===== src/rtl/env_pkg.sv =====
// Shared envelope definitions: ADSR state encoding used by the envelope generator and its debug port.
package env_pkg;

    localparam int unsigned STATE_W = 3;

    typedef enum logic [STATE_W-1:0] {
        IDLE    = 3'd0,
        ATTACK  = 3'd1,
        DECAY   = 3'd2,
        SUSTAIN = 3'd3,
        RELEASE = 3'd4
    } env_state_t;

endpackage


===== src/rtl/env_scaler.sv =====
// Scales an unsigned sample by the envelope level; keeps the upper half of the full product, registered.
module env_scaler #(
    parameter int unsigned WIDTH = 24
) (
    input  logic             clk,
    input  logic             rstn,
    input  logic [WIDTH-1:0] sample,
    input  logic [WIDTH-1:0] level,
    output logic [WIDTH-1:0] product
);

    localparam int unsigned PW = 2 * WIDTH;

    logic [PW-1:0]    w_prod;
    logic [WIDTH-1:0] r_prod;

    assign w_prod = PW'(sample) * PW'(level);

    // Truncating >> WIDTH: full scale level maps to just under unity gain.
    always_ff @(posedge clk or negedge rstn) begin
        if (!rstn) begin
            r_prod <= '0;
        end else begin
            r_prod <= w_prod[PW-1:WIDTH];
        end
    end

    assign product = r_prod;

endmodule


===== src/rtl/env_adsr.sv =====
// ADSR envelope generator: per-sample level FSM with saturating/clamped ramps feeding a registered scaler.
module env_adsr
    import env_pkg::*;
#(
    parameter int unsigned WIDTH = 24
) (
    input  logic               clk,
    input  logic               rstn,
    input  logic               gate,
    input  logic [WIDTH-1:0]   attack_step,
    input  logic [WIDTH-1:0]   decay_step,
    input  logic [WIDTH-1:0]   sustain_level,
    input  logic [WIDTH-1:0]   release_step,
    input  logic [WIDTH-1:0]   in_sample,
    output logic [WIDTH-1:0]   out,
    output logic               active,
    output logic [STATE_W-1:0] state
);

    localparam int unsigned      XW  = WIDTH + 1;
    localparam logic [WIDTH-1:0] MAX = '1;

    env_state_t       r_state;
    env_state_t       w_state_nxt;
    logic [WIDTH-1:0] r_level;
    logic [WIDTH-1:0] w_level_nxt;
    logic [XW-1:0]    w_sum;
    logic [XW-1:0]    w_dec;
    logic [XW-1:0]    w_rel;

    // One extra bit so overflow/underflow is visible instead of wrapping.
    assign w_sum = XW'(r_level) + XW'(attack_step);
    assign w_dec = XW'(r_level) - XW'(decay_step);
    assign w_rel = XW'(r_level) - XW'(release_step);

    always_ff @(posedge clk or negedge rstn) begin
        if (!rstn) begin
            r_state <= IDLE;
            r_level <= '0;
        end else begin
            r_state <= w_state_nxt;
            r_level <= w_level_nxt;
        end
    end

    // A zero step means "reach the phase target in one sample".
    always_comb begin
        w_state_nxt = r_state;
        w_level_nxt = r_level;
        case (r_state)
            IDLE: begin
                w_level_nxt = '0;
                if (gate) w_state_nxt = ATTACK;
            end
            ATTACK: begin
                if (!gate) begin
                    w_state_nxt = RELEASE;
                end else if ((attack_step == '0) || (w_sum >= XW'(MAX))) begin
                    w_level_nxt = MAX;
                    w_state_nxt = DECAY;
                end else begin
                    w_level_nxt = w_sum[WIDTH-1:0];
                end
            end
            DECAY: begin
                if (!gate) begin
                    w_state_nxt = RELEASE;
                end else if ((r_level <= sustain_level) || (decay_step == '0) ||
                             w_dec[WIDTH] || (w_dec[WIDTH-1:0] <= sustain_level)) begin
                    w_level_nxt = sustain_level;
                    w_state_nxt = SUSTAIN;
                end else begin
                    w_level_nxt = w_dec[WIDTH-1:0];
                end
            end
            SUSTAIN: begin
                if (!gate) begin
                    w_state_nxt = RELEASE;
                end else begin
                    w_level_nxt = sustain_level;
                end
            end
            RELEASE: begin
                // Retrigger resumes attack from the current level, never from zero.
                if (gate) begin
                    w_state_nxt = ATTACK;
                end else if ((release_step == '0) || w_rel[WIDTH] || (w_rel[WIDTH-1:0] == '0)) begin
                    w_level_nxt = '0;
                    w_state_nxt = IDLE;
                end else begin
                    w_level_nxt = w_rel[WIDTH-1:0];
                end
            end
            default: begin
                w_state_nxt = IDLE;
                w_level_nxt = '0;
            end
        endcase
    end

    env_scaler #(
        .WIDTH (WIDTH)
    ) u_scaler (
        .clk     (clk),
        .rstn    (rstn),
        .sample  (in_sample),
        .level   (r_level),
        .product (out)
    );

    assign active = (r_state != IDLE);
    assign state  = r_state;

endmodule


===== config.mk =====
export PLATFORM = sky130hd
export DESIGN_NAME = env_adsr
export DESIGN_NICKNAME = d
export VERILOG_FILES = /design/src/rtl/env_pkg.sv /design/src/rtl/env_scaler.sv /design/src/rtl/env_adsr.sv
export SDC_FILE = /design/constraint.sdc
export NUM_CORES = 2
export LEC_CHECK = 0
export ABC_CLOCK_PERIOD_IN_PS = 19600
export CAP_MARGIN = 20
export CORE_MARGIN = 1.5
export CORE_UTILIZATION = 65
export DETAILED_ROUTE_END_ITERATION = 6
export PLACE_DENSITY_LB_ADDON = 0.25
export SYNTH_ARGS = -nofsm -noshare
export SYNTH_HDL_FRONTEND = slang
export SYNTH_SLANG_ARGS = --single-unit

===== constraint.sdc =====
create_clock -name clk -period 19.6 [get_ports clk]
set_clock_uncertainty 0.2 [all_clocks]
set_input_delay 5.88 -clock clk [delete_from_list [all_inputs] [get_ports clk]]
set_output_delay 5.88 -clock clk [all_outputs]
set_load 0.01 [all_outputs]

-- Word level (Yosys, flattened, before mapping)
Index checks and enable logic that the tools add are counted.
- register bits after elaboration: 51
- bits in latches: 0
- memory bits (writable): 0
- ROM bits: 0
- bits of input ports: 123
- output and inout port bits: 28
- logic and storage cells: 54
- memories: 0
- add/sub/neg operators: 3
- multipliers: 1
- divide/modulo/power cells: 0
- $lt $le $gt $ge: 3
- eq/ne operators: 13
- shifts and indexed selects: 0
- mux-type cells: 17
- bitwise logic cells: 0
- reduce and logical (&&, ||, !) cells: 14
- operator list (operator ; count):
    $mux W24 ; 7
    $logic_not A24 Y1 ; 4
    $pmux W24 S4 ; 1
    $sub A24 B24 Y25 ; 2
    $le A24 B24 Y1 ; 2
    $mul A24 B24 Y48 ; 1
    $add A24 B24 Y25 ; 1
    $ge A25 B24 Y1 const B ; 1
    $mux W3 ; 8
    $pmux W3 S5 ; 1
    $ne A2 B2 Y1 const B ; 6
    $ne A3 B3 Y1 const B ; 3
    $eq A3 B2 Y1 const B ; 2
    $logic_or A1 B1 Y1 ; 6
    $reduce_and A5 Y1 ; 1
    $reduce_and A4 Y1 ; 1
    $eq A3 B1 Y1 const B ; 1
    $eq A3 B3 Y1 const B ; 1
    $logic_not A3 Y1 ; 1
    $reduce_bool A3 Y1 ; 1

-- Longest topological paths before layout
- depth in word-level cells: 7
- depth in mapped cells: 29
- depth with buffers taken out: 27

-- Hierarchy
Synthesis repeated with hierarchy kept, for this count alone.
- cells, all modules: 3066
- area total of the unflattened synthesis: 26113.8 µm²
- by module, submodules not included (module ; instances ; cells each ; area each (µm²) ; sequential area each (µm²)):
    env_scaler ; 1 ; 2118 ; 19067.0 ; 600.6
    env_adsr ; 1 ; 948 ; 7046.8 ; 675.6

-- Least setup slack after synthesis
No wires, ideal clock.
- path type: input -> register
- start point: input in_sample[10]
- end point: register u_scaler.r_prod[23], in the netlist u_scaler.product[23]
- arrival: 12.373 ns
- required time: 19.273 ns
- slack: 6.900 ns
- stages on the path: 26
- cell sequence: clkbuf_1 -> nand2_1 -> fa_1 -> fa_1 -> inv_1 -> fa_1 -> inv_1 -> fa_1 -> inv_1 -> fa_1 -> fa_1 -> inv_1 -> fa_1 -> inv_1 -> ha_1 -> and4_1 -> nand2_1 -> or4_1 -> o22ai_1 -> a21boi_1 -> o21ai_0 -> a21oi_1 -> o21a_1 -> o21ai_0 -> a211oi_1 -> xnor2_1
- word-level cells in the longest chain between the ends: 1
- ends and longest elaborated chain (item ; line ; RTL):
    start, declared ; env_adsr.sv:14 ; input logic [WIDTH-1:0] in_sample,
    $mul A24 B24 Y48 ; env_scaler.sv:17 ; assign w_prod = PW'(sample) * PW'(level);
    named net u_scaler.w_prod[47] ; env_scaler.sv:14 ; logic [PW-1:0] w_prod;
    end signal, assigned ; env_scaler.sv:24 ; r_prod <= w_prod[PW-1:WIDTH];
    end, declared ; env_scaler.sv:15 ; logic [WIDTH-1:0] r_prod;
The timed path passes the listed nets, and every way through them passes these cells.
A chain may end at the register's enable or synchronous reset.

-- Worst setup path in the final report
- start point: input in_sample[13]
- end point: register u_scaler.r_prod[23], in the netlist u_scaler.product[23]
Same word-level chain as after synthesis.

==> impl_metrics.csv <==
group,metric,value,unit
run_status,status,"complete, but fails checks",
run_status,violations,"DRC",
clock_network,numCtsBuffers,5,
die,coreArea,0.0386,mm2
synthesis,ys_types,70,
cells_and_area,num_antenna_cells,0,
clock_network,clock-sinks,51,
synthesis,async_reset_ff_share,100,%
grt,gr-usage-all-layers,39.1,%
synthesis,synth_ff_type,"dfrtp_1",
route,wl_per_cell,21.3,um
synthesis,synth_seq_cells,51,
synthesis,yosysWarningCount,0,
route,m1WireLength,29600,um
cells_and_area,drive_gt1_share,2.24,%
die,die_w,201,um
critical_path,required,19.65,ns
critical_path,r2r_end,"u_scaler.product[23]",
worst_hold_path,hold_class,"reg -> reg",
sta,rsz0062_at_grt,"false",
worst_hold_path,holdPathEnd,"state[1]",
critical_path,r2r_slack,10.95,ns
route,met2_length,35300,um
synthesis,synth_most_common_cell,"inv_1",
critical_path,startpoint_type,"primary input",
die,start_util,65.7,%
clock_network,holdBufCountCts,0,
die,dieArea,0.0403,mm2
flow_run,cap_violations,0,
grt,grt_max_degree,52,
critical_path,cp-startpoint,"in_sample[13]",
route,highest_layer,"met5",
sta,tns,0,ns
critical_path,worstPathArrival,14.44,ns
place,post-place-ws,5.04,ns
synthesis,yosys-top-cells-count,"inv_1, fa_1, nand2_1, and2_1, ha_1",
route,drtIter0Drc,1745,
synthesis,yosys-top-cells-area,"fa_1, ha_1, inv_1",
synthesis,synth-seq-area-share,5.02,%
critical_path,crit_type,"in -> reg",
clock_network,clkTransAtPathRegs,0.07,ns
place,place_area,0.0273,mm2
clock_network,cts_tree,"yes",
clock_network,cts_resized,0,
critical_path,cpPeakStageDelay,1.25,ns
sta,worstMarginPinSlew,1.18,ns
sta,drv_slew,0,
clock_network,postCtsSetupRepairBufs,0,
route,drc,3,
grt,gr-total-overflow,0,
worst_hold_path,hold_start,"state[1]",
synthesis,synth_area_per_cell,8.57,um2
synthesis,netlist_instances,2964,
grt,grt_pass1_vias,22900,
clock_network,clock-root-buffer,"clkbuf_16",
synthesis,yosysTopAreaCell,"fa_1",
cells_and_area,fin_area,0.0275,mm2
sta,hold_viol_final,0,
cells_and_area,n_fill_cell,3011,
route,ant_nets,0,
clock_network,h-tree-depth,2,
critical_path,ff2ff_path_depth,26,
sta,worst_slack,5.21,ns
sta,relSlewSlack,21.3,%
place,post-dp-hpwl,60700,um
power,leakage,0.0142,uW
critical_path,worst_setup_path_end_kind,"register",
die,rows,72,
sta,fin_crit_sh,73.4,%
critical_path,crit_fanout,24,
cells_and_area,syn2layout_area_growth,8.41,%
place,routabilityCongestion,0.990,
route,firstDrtPassIters,7,
sta,min_period,14.39,ns
critical_path,reg2reg_from,"r_level[3]",
synthesis,synth.top_cell.area_share,38.1,%
power,powerDensity,55.7,mW/mm2
place,portBuffers,150,
clock_network,clock_latency,0.36,ns
sta,fmax,0.0695,GHz
grt,grt_pass1_wl,122000,um
route,wirelength,75600,um
critical_path,crit_path_top_delay_cell,"clkdlybuf4s50_1",
synthesis,syn_nets,3861,
route,via_per_inst,6.01,
route,dr_wl_met3,6400,um
grt,grt_antenna_before_repair,2,
clock_network,clk_path_buf_depth,2,
cells_and_area,nNetsFinal,3933,
sta,final-setup-viol-count,0,
worst_hold_path,hold-path-cell-count,2,
synthesis,syn-cell-area,0.0254,mm2
power,irDropWorstVdd,0.0000582,V
route,vias,21400,
die,ioPinCount,151,
synthesis,synth-edff-count,0,
die,die_y,201,um
[layout make-up]
cell class	count	area (um2)	share of cell area [%]
clock buffers	6	139	0.504
clock inverters	2	35.0	0.127
inverters	633	2380	8.63
multi-input cells	2160	21300	77.3
flip-flops and latches	51	1280	4.63
well taps	518	648	2.35
repair buffers	185	1780	6.46
[layer usage]
layer	global-route usage (%)	vias to the layer above
met5	0	-
met1	51.1	10600
met2	63.5	1111
met3	6.09	273
met4	19.6	2
li1	-	9384
[logic make-up after synthesis]
kind of cell,Yosys count,share of synthesized area [%]
AOI/OAI and AO/OA,397,10.4
muxes,3,0.133
and+or+nand+nor,900,17.8
xor gates and xnor gates,86,2.96
DFF,51,5.02
adders and majority gates,774,52.4
buffers and inverters,753,11.2
[worst max-delay path by stage]
stage / slack [ns] / to
detailed placement: 5.04 / u_scaler.product[23]
global route: 4.78 / u_scaler.product[23]
global placement: 5.17 / u_scaler.product[22]
CTS: 5.38 / u_scaler.product[23]
finish: 5.21 / u_scaler.product[23]
floorplan: 6.90 / u_scaler.product[23]
[through the flow]
| stage | instances | hold slack, ns | util [%] | total power (uW) |
|---|---|---|---|---|
| after CTS | 3554 | 0.546 | 71.2 | 1520 |
| final | 3555 | 0.560 | 71.3 | 1530 |
| after detailed placement | 3546 | 0.533 | 70.7 | 1390 |
| after floorplan | 2964 | 0.420 | - | 989 |
| after global placement | 3545 | 0.520 | 70.7 | 1350 |
| after global routing | 3555 | 0.583 | 71.3 | 1690 |
[critical path, delay by kind of cell]
| family | cells | cell delay (ns) |
|---|---|---|
| compound gates | 10 | 2.72 |
| buf+inv | 8 | 1.60 |
| simple gates | 1 | 0.22 |
| xor+xnor | 1 | 0.16 |
| fa+ha+maj | 8 | 3.83 |
[registers in the layout (all words and copies together) (netlist names)]
name and cells:
r_level 24, u_scaler.product 24, state 3
[layout by cell type, fill, tap and decap left out, drive strengths merged, types with 11 or more instances in the layout]
cell type	instances
a211oi	11
a21o	59
a21oi	119
a31oi	17
and2	301
buf	36
clkdlybuf4s50	149
dfrtp	51
fa	484
ha	290
inv	633
nand2	367
nand3	33
nand4	27
nor2	75
nor2b	15
nor3	13
nor4	20
o211ai	18
o21a	18
o21ai	60
o21bai	16
xnor2	58
xor2	28
[power breakdown]
group | switching (uW) | leakage, uW | internal, uW | total (uW)
registers | 29.5 | 0.000677 | 131 | 161
clock network | 54.9 | 0.0000868 | 64.0 | 119
logic | 737 | 0.0135 | 516 | 1250
(Power assumes the default switching activity.)
